**src/rtl/hdc_pkg.sv**
```systemverilog
// Shared constants and FSM encoding for the HDC classification controller.
package hdc_pkg;

    localparam int MAX_LEN_DEF = 160;
    localparam int CHAR_W_DEF  = 32;
    localparam int LEN_W_DEF   = 8;

    localparam logic SPAM = 1'b1;
    localparam logic HAM  = 1'b0;

    typedef enum logic [2:0] {
        S_IDLE     = 3'd0,
        S_CLEAR    = 3'd1,
        S_STREAM   = 3'd2,
        S_WAIT_SIM = 3'd3,
        S_DONE     = 3'd4
    } state_t;

endpackage

```
**src/rtl/hdc_classify_ctrl_if.sv**
```systemverilog
// Message-buffer read port and encoder stream between the controller (master)
// and the buffer/encoder side (slave).
interface hdc_classify_ctrl_if #(
    parameter int CHAR_W = hdc_pkg::CHAR_W_DEF,
    parameter int LEN_W  = hdc_pkg::LEN_W_DEF
);
    logic              char_rd_en;
    logic [LEN_W-1:0]  char_addr;
    logic [CHAR_W-1:0] char_data;
    logic              enc_valid;
    logic [CHAR_W-1:0] enc_char;
    logic              enc_last;
    logic              enc_ready;
    logic              enc_clear;

    modport master (
        output char_rd_en, char_addr, enc_valid, enc_char, enc_last, enc_clear,
        input  char_data, enc_ready
    );

    modport slave (
        input  char_rd_en, char_addr, enc_valid, enc_char, enc_last, enc_clear,
        output char_data, enc_ready
    );
endinterface

```
**src/rtl/hdc_char_fifo.sv**
```systemverilog
// Two-entry holding FIFO between the message-buffer read port and the encoder stream.
module hdc_char_fifo #(
    parameter int W = 33
) (
    input  logic         clk,
    input  logic         reset,
    input  logic         push,
    input  logic [W-1:0] push_data,
    input  logic         pop,
    output logic [W-1:0] head,
    output logic         empty,
    output logic [1:0]   count
);

    logic [W-1:0] mem [2];
    logic         wr_ptr;
    logic         rd_ptr;
    logic [1:0]   count_q;

    always_ff @(posedge clk or negedge reset) begin
        if (!reset) begin
            mem[0]  <= '0;
            mem[1]  <= '0;
            wr_ptr  <= 1'b0;
            rd_ptr  <= 1'b0;
            count_q <= 2'd0;
        end else begin
            if (push) begin
                mem[wr_ptr] <= push_data;
                wr_ptr      <= ~wr_ptr;
            end
            if (pop) begin
                rd_ptr <= ~rd_ptr;
            end
            case ({push, pop})
                2'b10:   count_q <= count_q + 2'd1;
                2'b01:   count_q <= count_q - 2'd1;
                default: count_q <= count_q;
            endcase
        end
    end

    assign head  = mem[rd_ptr];
    assign empty = (count_q == 2'd0);
    assign count = count_q;

endmodule

```
**src/rtl/hdc_classify_ctrl.sv**
```systemverilog
// Sequences one message through encoder clear, character streaming and similarity search.
// Optional statistics counters are enabled by defining HDC_CTRL_STATS_EN.
module hdc_classify_ctrl import hdc_pkg::*; #(
    parameter int MAX_LEN = MAX_LEN_DEF,
    parameter int CHAR_W  = CHAR_W_DEF,
    parameter int LEN_W   = LEN_W_DEF
) (
    input  logic                    clk,
    input  logic                    reset,
    input  logic                    start,
    input  logic [LEN_W-1:0]        msg_len,
    hdc_classify_ctrl_if.master     bus,
    output logic                    sim_start,
    input  logic                    sim_done,
    input  logic                    sim_class,
    output logic                    busy,
    output logic                    done,
    output logic                    class_out,
    output logic                    class_valid,
    output logic                    err_len,
    output logic [15:0]             spam_cnt,
    output logic [15:0]             ham_cnt
);

    localparam logic [LEN_W-1:0] MAX_LEN_L = LEN_W'(MAX_LEN);

    state_t             state;
    logic [LEN_W-1:0]   len_q;
    logic [LEN_W-1:0]   rd_addr;
    logic               rd_pend;
    logic               rd_last_pend;
    logic               enc_clear_q;
    logic               len_ok;
    logic               room;
    logic               rd_go;
    logic               xfer;
    logic [CHAR_W:0]    fifo_head;
    logic               fifo_empty;
    logic [1:0]         fifo_count;

    assign len_ok = (msg_len != '0) && (msg_len <= MAX_LEN_L);
    assign xfer   = !fifo_empty && bus.enc_ready;

    // Room counts the slot freed by a same-cycle pop so a ready encoder sees one char per cycle.
    always_comb begin
        room = 1'b0;
        case (fifo_count)
            2'd0:    room = 1'b1;
            2'd1:    room = xfer || !rd_pend;
            2'd2:    room = xfer && !rd_pend;
            default: room = 1'b0;
        endcase
    end

    assign rd_go = (state == S_STREAM) && (rd_addr != len_q) && room;

    always_ff @(posedge clk or negedge reset) begin
        if (!reset) begin
            rd_addr      <= '0;
            rd_pend      <= 1'b0;
            rd_last_pend <= 1'b0;
        end else begin
            rd_pend      <= rd_go;
            rd_last_pend <= rd_go && (rd_addr == len_q - 1'b1);
            if (state == S_IDLE) begin
                rd_addr <= '0;
            end else if (rd_go) begin
                rd_addr <= rd_addr + 1'b1;
            end
        end
    end

    hdc_char_fifo #(.W(CHAR_W + 1)) u_fifo (
        .clk       (clk),
        .reset     (reset),
        .push      (rd_pend),
        .push_data ({rd_last_pend, bus.char_data}),
        .pop       (xfer),
        .head      (fifo_head),
        .empty     (fifo_empty),
        .count     (fifo_count)
    );

    assign bus.char_rd_en = rd_go;
    assign bus.char_addr  = rd_go ? rd_addr : '0;
    assign bus.enc_valid  = !fifo_empty;
    assign bus.enc_char   = fifo_empty ? '0 : fifo_head[CHAR_W-1:0];
    assign bus.enc_last   = !fifo_empty && fifo_head[CHAR_W];
    assign bus.enc_clear  = enc_clear_q;

    // Pulse outputs default low each cycle and are raised only on the transition that owns them.
    always_ff @(posedge clk or negedge reset) begin
        if (!reset) begin
            state       <= S_IDLE;
            len_q       <= '0;
            enc_clear_q <= 1'b0;
            sim_start   <= 1'b0;
            busy        <= 1'b0;
            done        <= 1'b0;
            class_out   <= 1'b0;
            class_valid <= 1'b0;
            err_len     <= 1'b0;
        end else begin
            enc_clear_q <= 1'b0;
            sim_start   <= 1'b0;
            done        <= 1'b0;
            class_valid <= 1'b0;
            err_len     <= 1'b0;
            case (state)
                S_IDLE: begin
                    if (start) begin
                        busy <= 1'b1;
                        if (len_ok) begin
                            len_q       <= msg_len;
                            enc_clear_q <= 1'b1;
                            state       <= S_CLEAR;
                        end else begin
                            err_len <= 1'b1;
                            done    <= 1'b1;
                            state   <= S_DONE;
                        end
                    end
                end
                S_CLEAR: begin
                    state <= S_STREAM;
                end
                S_STREAM: begin
                    if (xfer && bus.enc_last) begin
                        sim_start <= 1'b1;
                        state     <= S_WAIT_SIM;
                    end
                end
                S_WAIT_SIM: begin
                    if (sim_done) begin
                        class_out   <= sim_class;
                        done        <= 1'b1;
                        class_valid <= 1'b1;
                        state       <= S_DONE;
                    end
                end
                S_DONE: begin
                    busy  <= 1'b0;
                    state <= S_IDLE;
                end
                default: begin
                    busy  <= 1'b0;
                    state <= S_IDLE;
                end
            endcase
        end
    end

`ifdef HDC_CTRL_STATS_EN
    logic [15:0] spam_q;
    logic [15:0] ham_q;

    always_ff @(posedge clk or negedge reset) begin
        if (!reset) begin
            spam_q <= '0;
            ham_q  <= '0;
        end else if (class_valid) begin
            if (class_out == SPAM) begin
                if (spam_q != 16'hFFFF) spam_q <= spam_q + 16'd1;
            end else begin
                if (ham_q != 16'hFFFF) ham_q <= ham_q + 16'd1;
            end
        end
    end

    assign spam_cnt = spam_q;
    assign ham_cnt  = ham_q;
`else
    assign spam_cnt = '0;
    assign ham_cnt  = '0;
`endif

endmodule

```
**src/flat_wrapper.sv**
```systemverilog
// flat-port wrapper written by rule: the top's interface ports become plain ports
module hdc_classify_ctrl_flat import hdc_pkg::*;
#(
    parameter int MAX_LEN = MAX_LEN_DEF,
    parameter int CHAR_W  = CHAR_W_DEF,
    parameter int LEN_W   = LEN_W_DEF
)
  (clk, reset, start, msg_len, sim_start, sim_done, sim_class, busy, done, class_out, class_valid, err_len, spam_cnt, ham_cnt, bus_char_rd_en, bus_char_addr, bus_enc_valid, bus_enc_char, bus_enc_last, bus_enc_clear, bus_char_data, bus_enc_ready);
  hdc_classify_ctrl_if #(.CHAR_W(CHAR_W), .LEN_W(LEN_W)) bus_i ();
  input  logic clk;
  input  logic reset;
  input  logic start;
  input  logic [LEN_W-1:0] msg_len;
  output logic sim_start;
  input  logic sim_done;
  input  logic sim_class;
  output logic busy;
  output logic done;
  output logic class_out;
  output logic class_valid;
  output logic err_len;
  output logic [15:0] spam_cnt;
  output logic [15:0] ham_cnt;
  output wire logic [$bits(bus_i.char_rd_en)-1:0] bus_char_rd_en;
  output wire logic [$bits(bus_i.char_addr)-1:0] bus_char_addr;
  output wire logic [$bits(bus_i.enc_valid)-1:0] bus_enc_valid;
  output wire logic [$bits(bus_i.enc_char)-1:0] bus_enc_char;
  output wire logic [$bits(bus_i.enc_last)-1:0] bus_enc_last;
  output wire logic [$bits(bus_i.enc_clear)-1:0] bus_enc_clear;
  input wire logic [$bits(bus_i.char_data)-1:0] bus_char_data;
  input wire logic [$bits(bus_i.enc_ready)-1:0] bus_enc_ready;
  assign bus_char_rd_en = bus_i.char_rd_en;
  assign bus_char_addr = bus_i.char_addr;
  assign bus_enc_valid = bus_i.enc_valid;
  assign bus_enc_char = bus_i.enc_char;
  assign bus_enc_last = bus_i.enc_last;
  assign bus_enc_clear = bus_i.enc_clear;
  assign bus_i.char_data = bus_char_data;
  assign bus_i.enc_ready = bus_enc_ready;
  hdc_classify_ctrl #(.MAX_LEN(MAX_LEN), .CHAR_W(CHAR_W), .LEN_W(LEN_W)) u_core (.clk(clk), .reset(reset), .start(start), .msg_len(msg_len), .bus(bus_i), .sim_start(sim_start), .sim_done(sim_done), .sim_class(sim_class), .busy(busy), .done(done), .class_out(class_out), .class_valid(class_valid), .err_len(err_len), .spam_cnt(spam_cnt), .ham_cnt(ham_cnt));
endmodule
```
**config.mk**
```make
export PLATFORM = sky130hd
export DESIGN_NAME = hdc_classify_ctrl_flat
export DESIGN_NICKNAME = d
export VERILOG_FILES = /design/src/rtl/hdc_pkg.sv /design/src/rtl/hdc_classify_ctrl_if.sv /design/src/rtl/hdc_char_fifo.sv /design/src/rtl/hdc_classify_ctrl.sv /design/src/flat_wrapper.sv
export SDC_FILE = /design/constraint.sdc
export NUM_CORES = 1
export LEC_CHECK = 0
export ABC_CLOCK_PERIOD_IN_PS = 2000
export CAP_MARGIN = 20
export CORE_MARGIN = 5
export CORE_UTILIZATION = 44
export CTS_CLUSTER_DIAMETER = 100
export DETAILED_ROUTE_END_ITERATION = 12
export MAX_ROUTING_LAYER = met4
export PLACE_DENSITY = 0.82
export SYNTH_ARGS = -nofsm -noshare
export SYNTH_HDL_FRONTEND = slang
export SYNTH_SLANG_ARGS = --single-unit
export TNS_END_PERCENT = 30
```
**constraint.sdc**
```tcl
create_clock -name clk -period 2 [get_ports clk]
set_input_delay 0.2 -clock clk [delete_from_list [all_inputs] [get_ports clk]]
set_output_delay 0.2 -clock clk [all_outputs]
set_load 0.1 [all_outputs]
```
==> impl_metrics.prom <==
# TYPE chip_impl_metric gauge
chip_impl_metric{name="cts_buffers",unit=""} 9
chip_impl_metric{name="share_of_layout_cells_above_drive_strength_1",unit=""} 0.425
chip_impl_metric{name="async_reset_ff_frac",unit=""} 1.00
chip_impl_metric{name="dp.final_hpwl",unit="mm"} 8.03
chip_impl_info{name="synth_most_common_cell",value="sky130_fd_sc_hd__dfrtp_1"} 1
chip_impl_metric{name="yosysUniqueCellTypes",unit=""} 47
chip_impl_info{name="synth_top_cells_by_count",value="sky130_fd_sc_hd__dfrtp_1, sky130_fd_sc_hd__mux2_2, sky130_fd_sc_hd__nor2_1"} 1
chip_impl_metric{name="synth_top_area_share",unit=""} 0.495
chip_impl_metric{name="number_of_global_route_vias_before_repair",unit=""} 3647
chip_impl_metric{name="num_vias",unit=""} 3451
chip_impl_metric{name="globalRoute.totalOverflow",unit=""} 0
chip_impl_metric{name="route.detailed.drc",unit=""} 0
chip_impl_info{name="min_path_type",value="in -> async"} 1
chip_impl_metric{name="avgViaCountPerCell",unit=""} 5.05
chip_impl_metric{name="cp_slowest_stage_delay",unit="ns"} 0.52
chip_impl_metric{name="grt_start_max_net_pins",unit=""} 41
chip_impl_metric{name="place.port_buffers",unit=""} 95
chip_impl_metric{name="final-hold-violation-count",unit=""} 0
chip_impl_metric{name="r2r_cells",unit=""} 7
chip_impl_info{name="cp_cell_sequence",value="ha_2, or4b_4, a21oi_4, o21a_4, and2_4, buf_12"} 1
chip_impl_metric{name="dr_wl_met3",unit="µm"} 577
chip_impl_info{name="timing.setup.critical_path_class",value="reg -> out"} 1
chip_impl_metric{name="pin_count",unit=""} 128
chip_impl_metric{name="h-tree-depth",unit=""} 3
chip_impl_metric{name="route.layer.met1.wl",unit="mm"} 4.73
chip_impl_metric{name="clkTransAtPathRegs",unit="ns"} 0.07
chip_impl_metric{name="fin_worst_skew",unit="ns"} 0.00584
chip_impl_info{name="violations",value="setup timing"} 1
chip_impl_metric{name="synth.cell_area",unit="mm²"} 0.00495
chip_impl_metric{name="ys_ff_latch",unit=""} 98
chip_impl_info{name="worstSetupStartpoint",value="u_core.u_fifo.count[1]$_DFFE_PN0P_"} 1
chip_impl_info{name="highest_layer",value="met4"} 1
chip_impl_info{name="r2r_start",value="u_core.u_fifo.count[1]$_DFFE_PN0P_"} 1
chip_impl_info{name="synth_top_cells_by_area",value="sky130_fd_sc_hd__dfrtp_1, sky130_fd_sc_hd__mux2_2, sky130_fd_sc_hd__mux2i_1"} 1
chip_impl_metric{name="fin_ws",unit="ns"} -0.360
chip_impl_metric{name="core.rowCount",unit=""} 38
chip_impl_metric{name="chipWidth",unit="µm"} 116
chip_impl_metric{name="postSynthCellCount",unit=""} 414
chip_impl_metric{name="detail_route.wirelength",unit="mm"} 10.9
chip_impl_info{name="critical-path-slowest-cell",value="sky130_fd_sc_hd__or4b_4"} 1
chip_impl_metric{name="tritoncts_num_sinks",unit=""} 98
chip_impl_metric{name="clk_latency",unit="ns"} 0.33
chip_impl_metric{name="avgSynthCellArea",unit="µm²"} 12.0
chip_impl_info{name="setup_repair_after_global_routing_missed_its_margin",value="true"} 1
chip_impl_metric{name="timing.critical_path.fanout_max",unit=""} 6
chip_impl_info{name="tritoncts",value="built"} 1
chip_impl_metric{name="synth_edf_count",unit=""} 0
chip_impl_metric{name="final_net_count",unit=""} 593
chip_impl_info{name="synth_top_flop_cell",value="sky130_fd_sc_hd__dfrtp_1"} 1
chip_impl_metric{name="arrival",unit="ns"} 2.16
chip_impl_metric{name="met2WireLength",unit="mm"} 5.53
chip_impl_metric{name="fin_crit",unit="ns"} 2.36
chip_impl_metric{name="placedCellCount",unit=""} 662
chip_impl_metric{name="grt_first_pass_wirelength",unit="mm"} 17.9
chip_impl_metric{name="period_share",unit=""} 1.18
chip_impl_metric{name="max_cap_viol",unit=""} 0
chip_impl_metric{name="final_max_slew_viol_count",unit=""} 0
chip_impl_metric{name="setup.reg_to_reg.worst_slack",unit="ns"} -0.12
chip_impl_metric{name="final-instance-count-excl-fill",unit=""} 684
chip_impl_info{name="yosysTopAreaCell",value="sky130_fd_sc_hd__dfrtp_1"} 1
chip_impl_metric{name="n_antenna_cell",unit=""} 0
chip_impl_metric{name="worstPathRequired",unit="ns"} 1.80
chip_impl_metric{name="fin_tns_setup",unit="ns"} -3.53
chip_impl_metric{name="antenna_violating_nets_remaining",unit=""} 0
chip_impl_metric{name="number_of_buffers_on_the_longest_clock_path",unit=""} 2
chip_impl_metric{name="yosysSeqAreaShare",unit=""} 0.495
chip_impl_info{name="worst_setup_path_end_kind",value="output pin"} 1
chip_impl_metric{name="wire_per_inst",unit="µm"} 16.0
chip_impl_metric{name="floorplan_die_height",unit="µm"} 116
chip_impl_metric{name="antenna_found_initial",unit=""} 0
chip_impl_metric{name="max_clock_freq",unit="MHz"} 424
chip_impl_metric{name="drtIter0Drc",unit=""} 152
chip_impl_info{name="setup.worst_path.start_class",value="register"} 1
chip_impl_metric{name="setup_viol",unit=""} 15
chip_impl_metric{name="ys.warnings.count",unit=""} 0
chip_impl_metric{name="initial_core_util",unit=""} 0.453
chip_impl_metric{name="global_route.usage.total",unit=""} 0.173
chip_impl_metric{name="drt-pass1-iter-count",unit=""} 4
chip_impl_metric{name="core_area",unit="mm²"} 0.0109
chip_impl_info{name="clock-root-buffer",value="sky130_fd_sc_hd__clkbuf_16"} 1
chip_impl_metric{name="global_placement_routability_congestion",unit=""} 0.828
chip_impl_info{name="run_status",value="finished, violations left"} 1
chip_impl_metric{name="flow.area_growth_from_synthesis",unit="%"} 44.5
chip_impl_info{name="rr_endpoint",value="u_core.rd_last_pend$_DFF_PN0_"} 1
chip_impl_metric{name="die_area",unit="mm²"} 0.0135
==> flip-flops by register name (all words and copies together) (netlist names) <==
name and count:
u_core.u_fifo.mem 66, u_core.len_q 8, u_core.rd_addr 8, u_core.state 3, u_core.u_fifo.count 2, u_core.bus.enc_clear 1
u_core.busy 1, u_core.class_out 1, u_core.class_valid 1, u_core.done 1, u_core.err_len 1, u_core.rd_last_pend 1
u_core.rd_pend 1, u_core.sim_start 1, u_core.u_fifo.rd_ptr 1, u_core.u_fifo.wr_ptr 1
==> timing repair <==
| item | CTS | global route |
|---|---|---|
| hold buffers | 1 | 0 |
| buffers inserted | 5 | 1 |
| gates cloned | 1 | 0 |
| pin swaps | 2 | 7 |
| gates resized for setup | 18 | 23 |
| setup endpoints to repair | 35 | 39 |
| endpoints found under the hold margin | 25 | 0 |
==> worst max-delay path by stage <==
stage,end,slack (ns)
finish,bus_char_addr[2],-0.36
global route,bus_char_addr[5],-0.42
CTS,bus_char_addr[3],-0.37
detailed placement,u_core.rd_last_pend$_DFF_PN0_,-0.17
global placement,bus_char_addr[2],-0.10
floorplan,bus_char_addr[0],-0.64
==> critical path: cells and delay by family (launching register included) <==
kind,cells,cell delay (ns)
simple gates,2,0.68
compound gates,2,0.36
fa+ha+maj,1,0.20
flops,1,0.43
buf+inv,1,0.17
==> routing by layer <==
layer | vias up | GRT usage
met5 | - | -
met4 | 0 | 0.0534
met3 | 11 | 0.0292
met2 | 100 | 0.287
met1 | 1718 | 0.216
li1 | 1622 | -
==> layout make-up <==
class	instances	area, µm²
Clock buffer	11	233
Clock inverter	5	103
Fill cell	793	3780
Inverter	12	48.8
Multi-Input combinational cell	287	2430
Sequential cell	98	2450
Tap cell	140	175
Timing Repair Buffer	131	1710
==> placed cells by master, fill, tap and decap left out, types with 2 or more instances in the layout <==
cell                              Yosys  final
sky130_fd_sc_hd__a21oi_4              0      2
sky130_fd_sc_hd__a31o_1               3      3
sky130_fd_sc_hd__a31oi_1              2      2
sky130_fd_sc_hd__and2_1              10      2
sky130_fd_sc_hd__and2_4               0      8
sky130_fd_sc_hd__buf_12               0     47
sky130_fd_sc_hd__buf_4               32     33
sky130_fd_sc_hd__buf_6                1      6
sky130_fd_sc_hd__bufinv_16            0      3
sky130_fd_sc_hd__clkbuf_1             5      2
sky130_fd_sc_hd__clkbuf_16            0      9
sky130_fd_sc_hd__clkdlybuf4s50_1      0     44
sky130_fd_sc_hd__clkinvlp_4           0      2
sky130_fd_sc_hd__conb_1               1     32
sky130_fd_sc_hd__dfrtp_1             98     97
sky130_fd_sc_hd__ha_1                 8      4
sky130_fd_sc_hd__ha_2                 0      2
sky130_fd_sc_hd__ha_4                 0      2
sky130_fd_sc_hd__inv_1               12      8
sky130_fd_sc_hd__inv_2                0      3
sky130_fd_sc_hd__mux2_2              75     75
sky130_fd_sc_hd__mux2i_1             35     35
sky130_fd_sc_hd__nand2_1             14     11
sky130_fd_sc_hd__nand2_2              0      3
sky130_fd_sc_hd__nand3_1              2      2
sky130_fd_sc_hd__nand4_1              7      7
sky130_fd_sc_hd__nor2_1              45     26
sky130_fd_sc_hd__nor2_2               0     17
sky130_fd_sc_hd__nor2_4               0      2
sky130_fd_sc_hd__nor3_1               2      2
sky130_fd_sc_hd__o21a_4               0      2
sky130_fd_sc_hd__o21ai_0              3      3
sky130_fd_sc_hd__or2_2                2      2
sky130_fd_sc_hd__xnor2_1             14     13
sky130_fd_sc_hd__xor2_1               6      6
==> cells by family (layout without fill, tap and decap cells) <==
kind of cell	after synthesis	after routing	synth area share
flip-flops	98	98	0.495
AND/OR/NAND/NOR	93	93	0.0950
multiplexers	110	110	0.241
XOR/XNOR	20	20	0.0354
AO/OA/AOI/OAI	23	24	0.0379
other	1	32	0.000757
buffers and inverters	61	159	0.0740
adder cells (fa/ha/maj)	8	8	0.0202
==> through the flow <==
stage               instance area, µm²  utilization  hold WS (ns)  setup slack (ns)
floorplan                         5140            -       -0.0956            -0.637
global placement                  6620        0.605         0.143            -0.102
detailed placement                6620        0.605         0.154            -0.174
CTS                               7080        0.647         0.335            -0.373
global route                      7150        0.654         0.371            -0.418
finish                            7150        0.654         0.338            -0.360
Power is not shown: default switching activity piles up to over one toggle a cycle in this logic, so the estimate is an artifact.
